--- config.mk ---
export PLATFORM = sky130hd
export DESIGN_NAME = toy_bus_periph_arb
export DESIGN_NICKNAME = d
export VERILOG_FILES = /design/src/rtl/toy_bus_pkg.sv /design/src/rtl/toy_bus_rr_pick.sv /design/src/rtl/toy_bus_periph_arb.sv
export SDC_FILE = /design/constraint.sdc
export NUM_CORES = 1
export LEC_CHECK = 0
export CELL_PAD_IN_SITES_DETAIL_PLACEMENT = 1
export CELL_PAD_IN_SITES_GLOBAL_PLACEMENT = 1
export CORE_ASPECT_RATIO = 2
export CORE_UTILIZATION = 16
export DETAILED_ROUTE_END_ITERATION = 8
export GPL_TIMING_DRIVEN = 0
export PLACE_DENSITY_LB_ADDON = 0.05
export SLEW_MARGIN = 20
export SYNTH_ARGS = -nofsm -noshare
export SYNTH_HDL_FRONTEND = slang
export SYNTH_SLANG_ARGS = --single-unit
--- constraint.sdc ---
create_clock -name clk -period 2.6 [get_ports clk]
set_input_delay 0.52 -clock clk [delete_from_list [all_inputs] [get_ports clk]]
set_output_delay 0.52 -clock clk [all_outputs]
set_load 0.01 [all_outputs]
--- src/rtl/toy_bus_pkg.sv ---
// Shared types and constants for the toy bus peripheral arbiter.
package toy_bus_pkg;

    // Arbiter control states
    typedef enum logic [1:0] {
        IDLE     = 2'd0,
        WAIT_ACK = 2'd1,
        ERR_ACK  = 2'd2
    } arb_state_e;

    // Request opcodes
    localparam logic OP_READ  = 1'b0;
    localparam logic OP_WRITE = 1'b1;

    // Ack opcodes
    localparam logic ACK_OK   = 1'b0;
    localparam logic ACK_ERR  = 1'b1;

    // Data returned with a synthesized timeout ack
    localparam logic [31:0] ERR_DATA = 32'hDEAD_BEEF;

    // Request beat at the default node widths
    typedef struct packed {
        logic [31:0] addr;
        logic [31:0] data;
        logic [3:0]  strb;
        logic        opcode;
        logic [3:0]  src_id;
    } req_t;

    // Ack beat at the default node widths
    typedef struct packed {
        logic        opcode;
        logic [31:0] data;
        logic [3:0]  tgt_id;
    } ack_t;

endpackage

--- src/rtl/toy_bus_rr_pick.sv ---
// Round-robin priority picker: first asserted request at or above i_ptr,
// wrapping at N. Returns the choice as one-hot and as an index.
module toy_bus_rr_pick #(
    parameter int N  = 2,
    parameter int IW = 1
) (
    input  logic [N-1:0]  i_req,
    input  logic [IW-1:0] i_ptr,
    output logic [N-1:0]  o_gnt,
    output logic [IW-1:0] o_idx
);

    logic [IW:0]   w_sum;
    logic [IW-1:0] w_slot;

    // Scan offsets from farthest to nearest so the slot nearest the pointer wins.
    always_comb begin
        o_gnt  = '0;
        o_idx  = '0;
        w_sum  = '0;
        w_slot = '0;
        for (int k = N - 1; k >= 0; k--) begin
            w_sum = {1'b0, i_ptr} + (IW + 1)'(k);
            if (w_sum >= (IW + 1)'(N)) begin
                w_sum = w_sum - (IW + 1)'(N);
            end else begin
                w_sum = w_sum;
            end
            w_slot = w_sum[IW-1:0];
            if (i_req[w_slot]) begin
                o_gnt         = '0;
                o_gnt[w_slot] = 1'b1;
                o_idx         = w_slot;
            end else begin
                // keep the candidate found so far
            end
        end
    end

endmodule

--- src/rtl/toy_bus_periph_arb.sv ---
// Round-robin arbiter sharing one peripheral bus node between N_IN requesters.
// Holds the grant across a stalled request and across an outstanding read,
// routes the read ack back to its issuer, and synthesizes an error ack when
// the peripheral does not answer within TIMEOUT cycles.
module toy_bus_periph_arb #(
    parameter int N_IN    = 2,
    parameter int ADDR_W  = 32,
    parameter int DATA_W  = 32,
    parameter int ID_W    = 4,
    parameter int TIMEOUT = 16
) (
    input  logic                     clk,
    input  logic                     rst,
    input  logic [N_IN-1:0]          in_req_vld,
    output logic [N_IN-1:0]          in_req_rdy,
    input  logic [N_IN*ADDR_W-1:0]   in_req_addr,
    input  logic [N_IN*DATA_W-1:0]   in_req_data,
    input  logic [N_IN*4-1:0]        in_req_strb,
    input  logic [N_IN-1:0]          in_req_opcode,
    input  logic [N_IN*ID_W-1:0]     in_req_src_id,
    output logic [N_IN-1:0]          in_ack_vld,
    input  logic [N_IN-1:0]          in_ack_rdy,
    output logic                     in_ack_opcode,
    output logic [DATA_W-1:0]        in_ack_data,
    output logic [ID_W-1:0]          in_ack_tgt_id,
    output logic                     out_req_vld,
    input  logic                     out_req_rdy,
    output logic [ADDR_W-1:0]        out_req_addr,
    output logic [DATA_W-1:0]        out_req_data,
    output logic [3:0]               out_req_strb,
    output logic                     out_req_opcode,
    output logic [ID_W-1:0]          out_req_src_id,
    input  logic                     out_ack_vld,
    output logic                     out_ack_rdy,
    input  logic [DATA_W-1:0]        out_ack_data,
    output logic [7:0]               stray_cnt
);
    import toy_bus_pkg::*;

    localparam int IW = (N_IN > 1) ? $clog2(N_IN) : 1;
    localparam int TW = $clog2(TIMEOUT + 1);

    // State and registers
    arb_state_e     r_state;
    logic [IW-1:0]  r_rr_ptr;
    logic           r_lock;
    logic [IW-1:0]  r_owner;
    logic [ID_W-1:0] r_owner_id;
    logic [TW-1:0]  r_to_cnt;
    logic [7:0]     r_stray_cnt;

    // Next-state values
    arb_state_e     w_state_nx;
    logic [IW-1:0]  w_rr_ptr_nx;
    logic           w_lock_nx;
    logic [IW-1:0]  w_owner_nx;
    logic [ID_W-1:0] w_owner_id_nx;
    logic [TW-1:0]  w_to_cnt_nx;
    logic [7:0]     w_stray_nx;
    logic           w_stray_hit;

    // Arbitration
    logic [N_IN-1:0] w_pick_gnt;
    logic [IW-1:0]   w_pick_idx;
    logic [IW-1:0]   w_win_idx;
    logic [N_IN-1:0] w_win_oh;
    logic            w_any;

    // Unpacked payload views
    logic [ADDR_W-1:0] w_addr [N_IN];
    logic [DATA_W-1:0] w_data [N_IN];
    logic [3:0]        w_strb [N_IN];
    logic [ID_W-1:0]   w_src  [N_IN];

    toy_bus_rr_pick #(
        .N  (N_IN),
        .IW (IW)
    ) u_pick (
        .i_req (in_req_vld),
        .i_ptr (r_rr_ptr),
        .o_gnt (w_pick_gnt),
        .o_idx (w_pick_idx)
    );

    // Split the packed per-requester payload buses into indexable arrays.
    always_comb begin
        for (int i = 0; i < N_IN; i++) begin
            w_addr[i] = in_req_addr[i*ADDR_W +: ADDR_W];
            w_data[i] = in_req_data[i*DATA_W +: DATA_W];
            w_strb[i] = in_req_strb[i*4 +: 4];
            w_src[i]  = in_req_src_id[i*ID_W +: ID_W];
        end
    end

    // A stalled grant is frozen on the locked owner until its handshake completes.
    assign w_any     = |in_req_vld;
    assign w_win_idx = r_lock ? r_owner : w_pick_idx;
    assign w_win_oh  = r_lock ? (N_IN'(1'b1) << r_owner) : w_pick_gnt;

    assign out_req_addr   = w_addr[w_win_idx];
    assign out_req_data   = w_data[w_win_idx];
    assign out_req_strb   = w_strb[w_win_idx];
    assign out_req_opcode = in_req_opcode[w_win_idx];
    assign out_req_src_id = w_src[w_win_idx];
    assign stray_cnt      = r_stray_cnt;

    // Next-state, handshake and ack-routing decode.
    always_comb begin
        w_state_nx    = r_state;
        w_rr_ptr_nx   = r_rr_ptr;
        w_lock_nx     = r_lock;
        w_owner_nx    = r_owner;
        w_owner_id_nx = r_owner_id;
        w_to_cnt_nx   = r_to_cnt;
        w_stray_nx    = r_stray_cnt;
        w_stray_hit   = 1'b0;
        out_req_vld   = 1'b0;
        in_req_rdy    = '0;
        in_ack_vld    = '0;
        in_ack_opcode = ACK_OK;
        in_ack_data   = '0;
        in_ack_tgt_id = '0;
        out_ack_rdy   = 1'b1;

        case (r_state)
            IDLE: begin
                out_req_vld = w_any;
                // No read is outstanding, so any peripheral ack here is unexpected.
                w_stray_hit = out_ack_vld;
                if (w_any && !out_req_rdy) begin
                    w_lock_nx  = 1'b1;
                    w_owner_nx = w_win_idx;
                end else if (w_any && out_req_rdy) begin
                    in_req_rdy = w_win_oh;
                    w_lock_nx  = 1'b0;
                    if (w_win_idx == IW'(N_IN - 1)) begin
                        w_rr_ptr_nx = '0;
                    end else begin
                        w_rr_ptr_nx = w_win_idx + IW'(1);
                    end
                    if (in_req_opcode[w_win_idx] == OP_READ) begin
                        w_owner_nx    = w_win_idx;
                        w_owner_id_nx = w_src[w_win_idx];
                        w_to_cnt_nx   = '0;
                        w_state_nx    = WAIT_ACK;
                    end else begin
                        w_state_nx    = IDLE;
                    end
                end else begin
                    w_lock_nx = r_lock;
                end
            end

            WAIT_ACK: begin
                in_ack_vld[r_owner] = out_ack_vld;
                out_ack_rdy         = in_ack_rdy[r_owner];
                if (out_ack_vld) begin
                    // A real ack wins even in the final timeout cycle.
                    in_ack_data   = out_ack_data;
                    in_ack_tgt_id = r_owner_id;
                    if (in_ack_rdy[r_owner]) begin
                        w_state_nx = IDLE;
                    end else begin
                        w_state_nx = WAIT_ACK;
                    end
                end else if (r_to_cnt == TW'(TIMEOUT - 1)) begin
                    w_state_nx = ERR_ACK;
                end else begin
                    w_to_cnt_nx = r_to_cnt + TW'(1);
                end
            end

            ERR_ACK: begin
                in_ack_vld[r_owner] = 1'b1;
                in_ack_opcode       = ACK_ERR;
                in_ack_data         = DATA_W'(ERR_DATA);
                in_ack_tgt_id       = r_owner_id;
                // The read was already answered with an error; a late ack is dropped.
                w_stray_hit         = out_ack_vld;
                if (in_ack_rdy[r_owner]) begin
                    w_state_nx = IDLE;
                end else begin
                    w_state_nx = ERR_ACK;
                end
            end

            default: begin
                w_state_nx = IDLE;
            end
        endcase

        if (w_stray_hit && (r_stray_cnt != 8'hFF)) begin
            w_stray_nx = r_stray_cnt + 8'd1;
        end else begin
            w_stray_nx = r_stray_cnt;
        end
    end

    // State and bookkeeping registers with synchronous reset.
    always_ff @(posedge clk) begin
        if (rst) begin
            r_state     <= IDLE;
            r_rr_ptr    <= '0;
            r_lock      <= 1'b0;
            r_owner     <= '0;
            r_owner_id  <= '0;
            r_to_cnt    <= '0;
            r_stray_cnt <= 8'd0;
        end else begin
            r_state     <= w_state_nx;
            r_rr_ptr    <= w_rr_ptr_nx;
            r_lock      <= w_lock_nx;
            r_owner     <= w_owner_nx;
            r_owner_id  <= w_owner_id_nx;
            r_to_cnt    <= w_to_cnt_nx;
            r_stray_cnt <= w_stray_nx;
        end
    end

endmodule
-- Word level (Yosys, flattened, before mapping)
Index checks and enable logic that the tools add are counted.
- $add $sub $neg: 6
- $lt $le $gt $ge: 10
- eq/ne operators: 11
- shift operators: 1
- mux-type cells: 66
- bitwise gates (word level): 4
- reduce and logical (&&, ||, !) cells: 18
- operator list (kind ; number):
    two-way mux 32 bit ; 7
    one-hot mux 32 bit (2 select lines) ; 1
    two-way mux 1 bit ; 28
    two-way mux 4 bit ; 7
    two-way mux 5 bit ; 5
    two-way mux 2 bit ; 11
    != test 2 bit, second input constant ; 5
    one-hot mux 5 bit (2 select lines) ; 1
    AND reduction 3 bit ; 3
    adder 8 x 1 -> 8 bit, second input constant ; 1
    less-than comparator 1 x 2 -> 1 bit, second input constant ; 4
    != test 8 bit, second input constant ; 1
    one-hot mux 4 bit (2 select lines) ; 1
    logical AND 1 bit ; 6
    one-hot mux 2 bit (3 select lines) ; 1
    AND reduction 6 bit ; 1
    adder 5 x 1 -> 5 bit, second input constant ; 1
    == test 5 x 4 -> 1 bit, second input constant ; 1
    greater-or-equal comparator 2 bit, second input constant ; 2
    one-hot mux 2 bit (2 select lines) ; 1
    AND reduction 4 bit ; 1
    nonzero test 2 bit ; 2
    OR reduction 2 bit ; 2
    demux 1 bit (select 1 bit) ; 3
    other kinds (16) ; 20
- flip-flop bits (word level): 22
- input port bits: 186
- logic and storage cells: 123

-- Longest topological paths before layout
- depth after elaboration: 14
- gate-level depth with buffers: 8
- depth with buffers taken out: 8

-- Cells and area by module
Synthesis repeated with hierarchy kept, for this count alone.
- cell total of the unflattened synthesis: 274
- area total of the unflattened synthesis: 2412.3 sq um
- by module, submodules not included (module ; times used ; cells an instance ; area an instance (sq um) ; sequential area each (sq um)):
    toy_bus_periph_arb ; 1 ; 270 ; 2386.0 ; 440.4
    toy_bus_rr_pick ; 1 ; 4 ; 26.3 ; 0.0

-- Worst setup path before layout
No wires, ideal clock.
- path type: input to output
- from: input in_req_vld[0]
- to: output out_req_data[10]
- arrival: 1.701 ns
- required time: 2.080 ns
- path slack: 0.379 ns
- stages on the path: 5
- path buffers: 2
- path through: nor2b_1 o21ai_2 buf_4 buf_4 mux2_1
- word-level cells in the longest chain between the ends: 9
- elaborated cells on any way between the ends: 11
- classes of those cells: 10 x mux; 1 x bitwise
- RTL lines (what ; RTL line ; source):
    start: declaration ; toy_bus_periph_arb.sv:14 ; input logic [N_IN-1:0] in_req_vld,
    two-way mux 1 bit (not written as such) (2 in series) ; toy_bus_rr_pick.sv:30 ; if (i_req[w_slot]) begin
    two-way mux 1 bit ; toy_bus_rr_pick.sv:30 ;
    two-way mux 1 bit * ; toy_bus_rr_pick.sv:30 ;
    two-way mux 1 bit * ; toy_bus_periph_arb.sv:97 ; assign w_win_idx = r_lock ? r_owner : w_pick_idx;
    NOT 1 -> 2 bit (not written as such) * ; toy_bus_periph_arb.sv:101 ; assign out_req_data = w_data[w_win_idx];
    two-way mux 32 bit (not written as such) * (3 in series) ; toy_bus_periph_arb.sv:101 ;
    end: declaration ; toy_bus_periph_arb.sv:29 ; output logic [DATA_W-1:0] out_req_data,
Mark *: on every way between the ends. The rest lies on a longest branch, timed or not. The select of a mux whose other input is x is not followed.

-- Final worst setup path
- from: register r_state[1]
- to: output in_ack_tgt_id[0]
- word-level cells in the longest chain between the ends: 2
- elaborated cells on any way between the ends: 3
- classes of those cells: 2 x eq/ne; 1 x mux
- RTL lines (what ; RTL line ; source):
    start: declaration ; toy_bus_periph_arb.sv:44 ; arb_state_e r_state;
    start signal: assignment ; toy_bus_periph_arb.sv:210 ; r_state <= w_state_nx;
    == test 2 bit or == test 2 x 1 -> 1 bit (tied branches) ; toy_bus_periph_arb.sv:125 ; case (r_state)
    one-hot mux 4 bit (2 select lines) * ; toy_bus_periph_arb.sv:125 ;
    end: declaration ; toy_bus_periph_arb.sv:25 ; output logic [ID_W-1:0] in_ack_tgt_id,
Mark *: on every way between the ends. The rest lies on a longest branch, timed or not.

==> key figures <==
Outcome
  • Outcome: finished, final reports clean

Floorplanning
  • Site Rows: 63
  • Core Footprint: 14700 um2
  • Ports: 310
  • Full die area: 15600 um2
  • Initial core utilization: 16.3%
  • Die H: 175 um
  • Die X: 88.7 um

Drt
  • Post-Route WL: 16600 um
  • Routed WL per cell: 21.1 um
  • Highest routed layer: met4
  • Met3 WL post-DR: 2290 um
  • Antenna violation net count after detailed routing: 0
  • First drt pass iteration count: 4
  • First-iteration detailed-routing DRC count: 61
  • Via Count: 3432
  • Met2 Wirelength: 8590 um
  • Wire length on met1: 5320 um
  • Vias/cell: 4.36
  • DRC: 0

Logic synthesis
  • Post-synthesis register bit count: 22
  • Fraction of registers with async set/reset: 0%
  • Syn_area_per_cell: 8.92 um2
  • Post-synth EDFFs: 0
  • Top_reg_cell synth: dfxtp_1
  • Synth Area in Compound Gates: 16.6%
  • Synth Area in Simple Gates: 18.2%
  • Area leader, netlist: mux2_2
  • Area contributors post-synth: mux2_2 (20%), dfxtp_1 (18%), mux2_1 (14%)
  • Post-synth cell types: 43
  • Yosys warns: 0
  • Largest family of logic cells by synthesized area: multiplexers
  • Synth top area share: 19.6%
  • Post-Synthesis Cells: 270
  • Post-Synth XOR/XNOR Area: 2.18%
  • Synth Area in Adders: 3.64%
  • Total nets after synthesis: 463
  • Sequential area share after synthesis: 18.3%
  • Multiplexer share of the synthesized area: 35.9%
  • Synth Cell Area: 2410 um2

Clock tree
  • CTS tree: built
  • CTS Buffer Depth: 2
  • TritonCTS Buffers: 3
  • Clock-pin slew on the worst setup and hold paths: 70 ps
  • Hold-fix buffers, CTS: 0
  • CTS sink cnt: 22
  • Worst-Skew Late Latency: 270 ps
  • Htree depth: 1
  • Clk root buf: clkbuf_16

Power and ir drop
  • Power Density: 356 nW/um2
  • Total power: 2.11 mW
  • Peak supply drop: 0.378 mV
  • Lkg Pwr: 2.73 nW

Critical path
  • Crit-path cells: inv_1 > ha_2 > and2_1 > buf_6 > or2_4 > and2_1 > dlygate4sd2_1
  • WP data required: 2080 ps
  • R2R setup slack: 410 ps
  • CP Class: register to output pin
  • Crit-path max FO: 7
  • Delay of the slowest cell on the worst path: 330 ps
  • Most used cell, CP: and2_1
  • CP top delay family: simple AND/OR/NAND/NOR gates
  • CP bufs+invs: 3
  • Startpoint Class: register
  • Worst setup EP type: output pin
  • CP Data Arrival Time: 2020 ps
  • Critical-path top delay cell: dfxtp_2

Timing
  • Setup TNS: 0 ps
  • Max-slew headroom: 60.9%
  • Crit path time final: 2540 ps
  • Final setup viols: 0
  • Final Skew: 7.01 ps
  • Slew Limit Fails: 0
  • Hold slack: 493 ps
  • Slew @ Worst Pin: 583 ps
  • Final Hold Viols: 0
  • Period utilisation layout: 97.7%
  • Achievable Freq: 393 MHz

Cells and area
  • Most frequent cells in the layout: clkdlybuf4s50_1 (195), mux2_2 (42), buf_2 (40), dlygate4sd2_1 (40), mux2_1 (30)
  • Most common cell after layout, fill and taps aside: clkdlybuf4s50_1
  • Area Growth Syn to Fin: 146%
  • Net count, final: 787
  • # fillers: 1756
  • Share of layout cells above drive strength 1: 24.3%
  • Antenna Cells: 0

Placed design
  • Hpwl dp: 14300 um
  • Placer Congestion: 0.833
  • # port buffers: 309

Global route
  • Via count of the first global-routing pass: 3600
  • First-pass GRT wire length: 23000 um
  • Initial antenna violation count: 0
  • Gr usage total: 20.5%
  • Grt ovf: 0
  • Largest net degree at the start of global routing: 14

Min path
  • Min-delay worst type: register to register

Job
  • MaxCap Viol Count: 0
[per-layer routing]
layer / GRT usage, % / up-vias
li1: - / 1620
met1: 18.9 / 1605
met5: 0 / -
met4: 6.85 / 0
met3: 10.1 / 21
met2: 37.7 / 186
[synthesized netlist by cell type, types with 2 or more instances]
library cell	number
a2111oi_2	2
mux2i_1	4
clkbuf_1	9
a21o_1	24
and3_1	3
dfxtp_1	22
inv_1	5
nand2_1	12
mux2_2	42
ha_1	7
nand3_1	3
nor2b_1	7
buf_4	9
xor2_1	4
nor3_1	11
nand4_1	3
xnor2_1	2
nor2_1	19
mux2_1	30
o21ai_0	5
and2_1	16
a21oi_1	10
[cell families (layout without fill, tap and decap cells)]
group           after synthesis  after routing
simple gates                 82             82
mux                          77             77
compound gates               52             52
buf+inv                      24            347
flops                        22             22
fa+ha+maj                     7              7
xor+xnor                      6              6
[cell type report]
type / instances / area, um2 / area share (%)
Tap cell: 195 / 244 / 4.12
Multi-Input combinational cell: 224 / 1890 / 32.0
Inverter: 6 / 22.5 / 0.380
Clock inverter: 1 / 30.0 / 0.507
Sequential cell: 22 / 447 / 7.54
Clock buffer: 3 / 75.1 / 1.27
Buffer: 17 / 228 / 3.84
Timing Repair Buffer: 320 / 2990 / 50.4
[what timing repair did]
| action | 4_1_cts | 5_1_grt |
|---|---|---|
| gates cloned | 1 | 0 |
| endpoints found under the setup margin | 113 | 33 |
| hold endpoints to repair | 0 | 0 |
| pin swaps | 1 | 2 |
| resized for setup | 314 | 20 |
| buffers inserted | 7 | 3 |
[path summary, 6_finish.rpt]
kind | startpoint | end | cells past startpoint
hold / removal | r_to_cnt[4]$_SDFFE_PP0P_ | r_to_cnt[4]$_SDFFE_PP0P_ | 2
hold reg to reg | r_to_cnt[4]$_SDFFE_PP0P_ | r_to_cnt[4]$_SDFFE_PP0P_ | 2
setup / recovery | r_state[1]$_SDFFE_PP0P_ | in_ack_tgt_id[0] | 7
setup reg to reg | r_to_cnt[0]$_SDFFE_PP0P_ | r_to_cnt[1]$_SDFFE_PP0P_ | 8
[where the power goes]
group	switching, mW	internal, mW	leakage, nW	total, mW
clock	0.141	0.307	0.0511	0.447
sequential	0.0256	0.364	0.181	0.390
combinational	0.527	0.742	2.49	1.27
[state kept, by name, indices dropped and copies added, names as in the netlist]
name and count:
r_rr_ptr 1, r_state 2, r_owner 1, r_lock 1, r_to_cnt 5, r_owner_id 4, stray_cnt 8
[stage by stage]
step	std cells	instance area, um2	util, %	worst slack [ps]
floorplan	270	2410	-	379
global placement	774	5740	39.0	-866
detailed placement	774	5740	39.0	-917
CTS	785	5870	39.8	-91.7
global route	788	5920	40.2	-3.66
finish	788	5920	40.2	58.5
[tightest hold or removal path, delay by kind of cell (launching register included)]
| kind | cells | cell delay (ps) |
|---|---|---|
| flip-flops | 1 | 300 |
| buffers and inverters | 1 | 70 |
| AO/OA/AOI/OAI | 1 | 70 |
(Power assumes the default switching activity.)
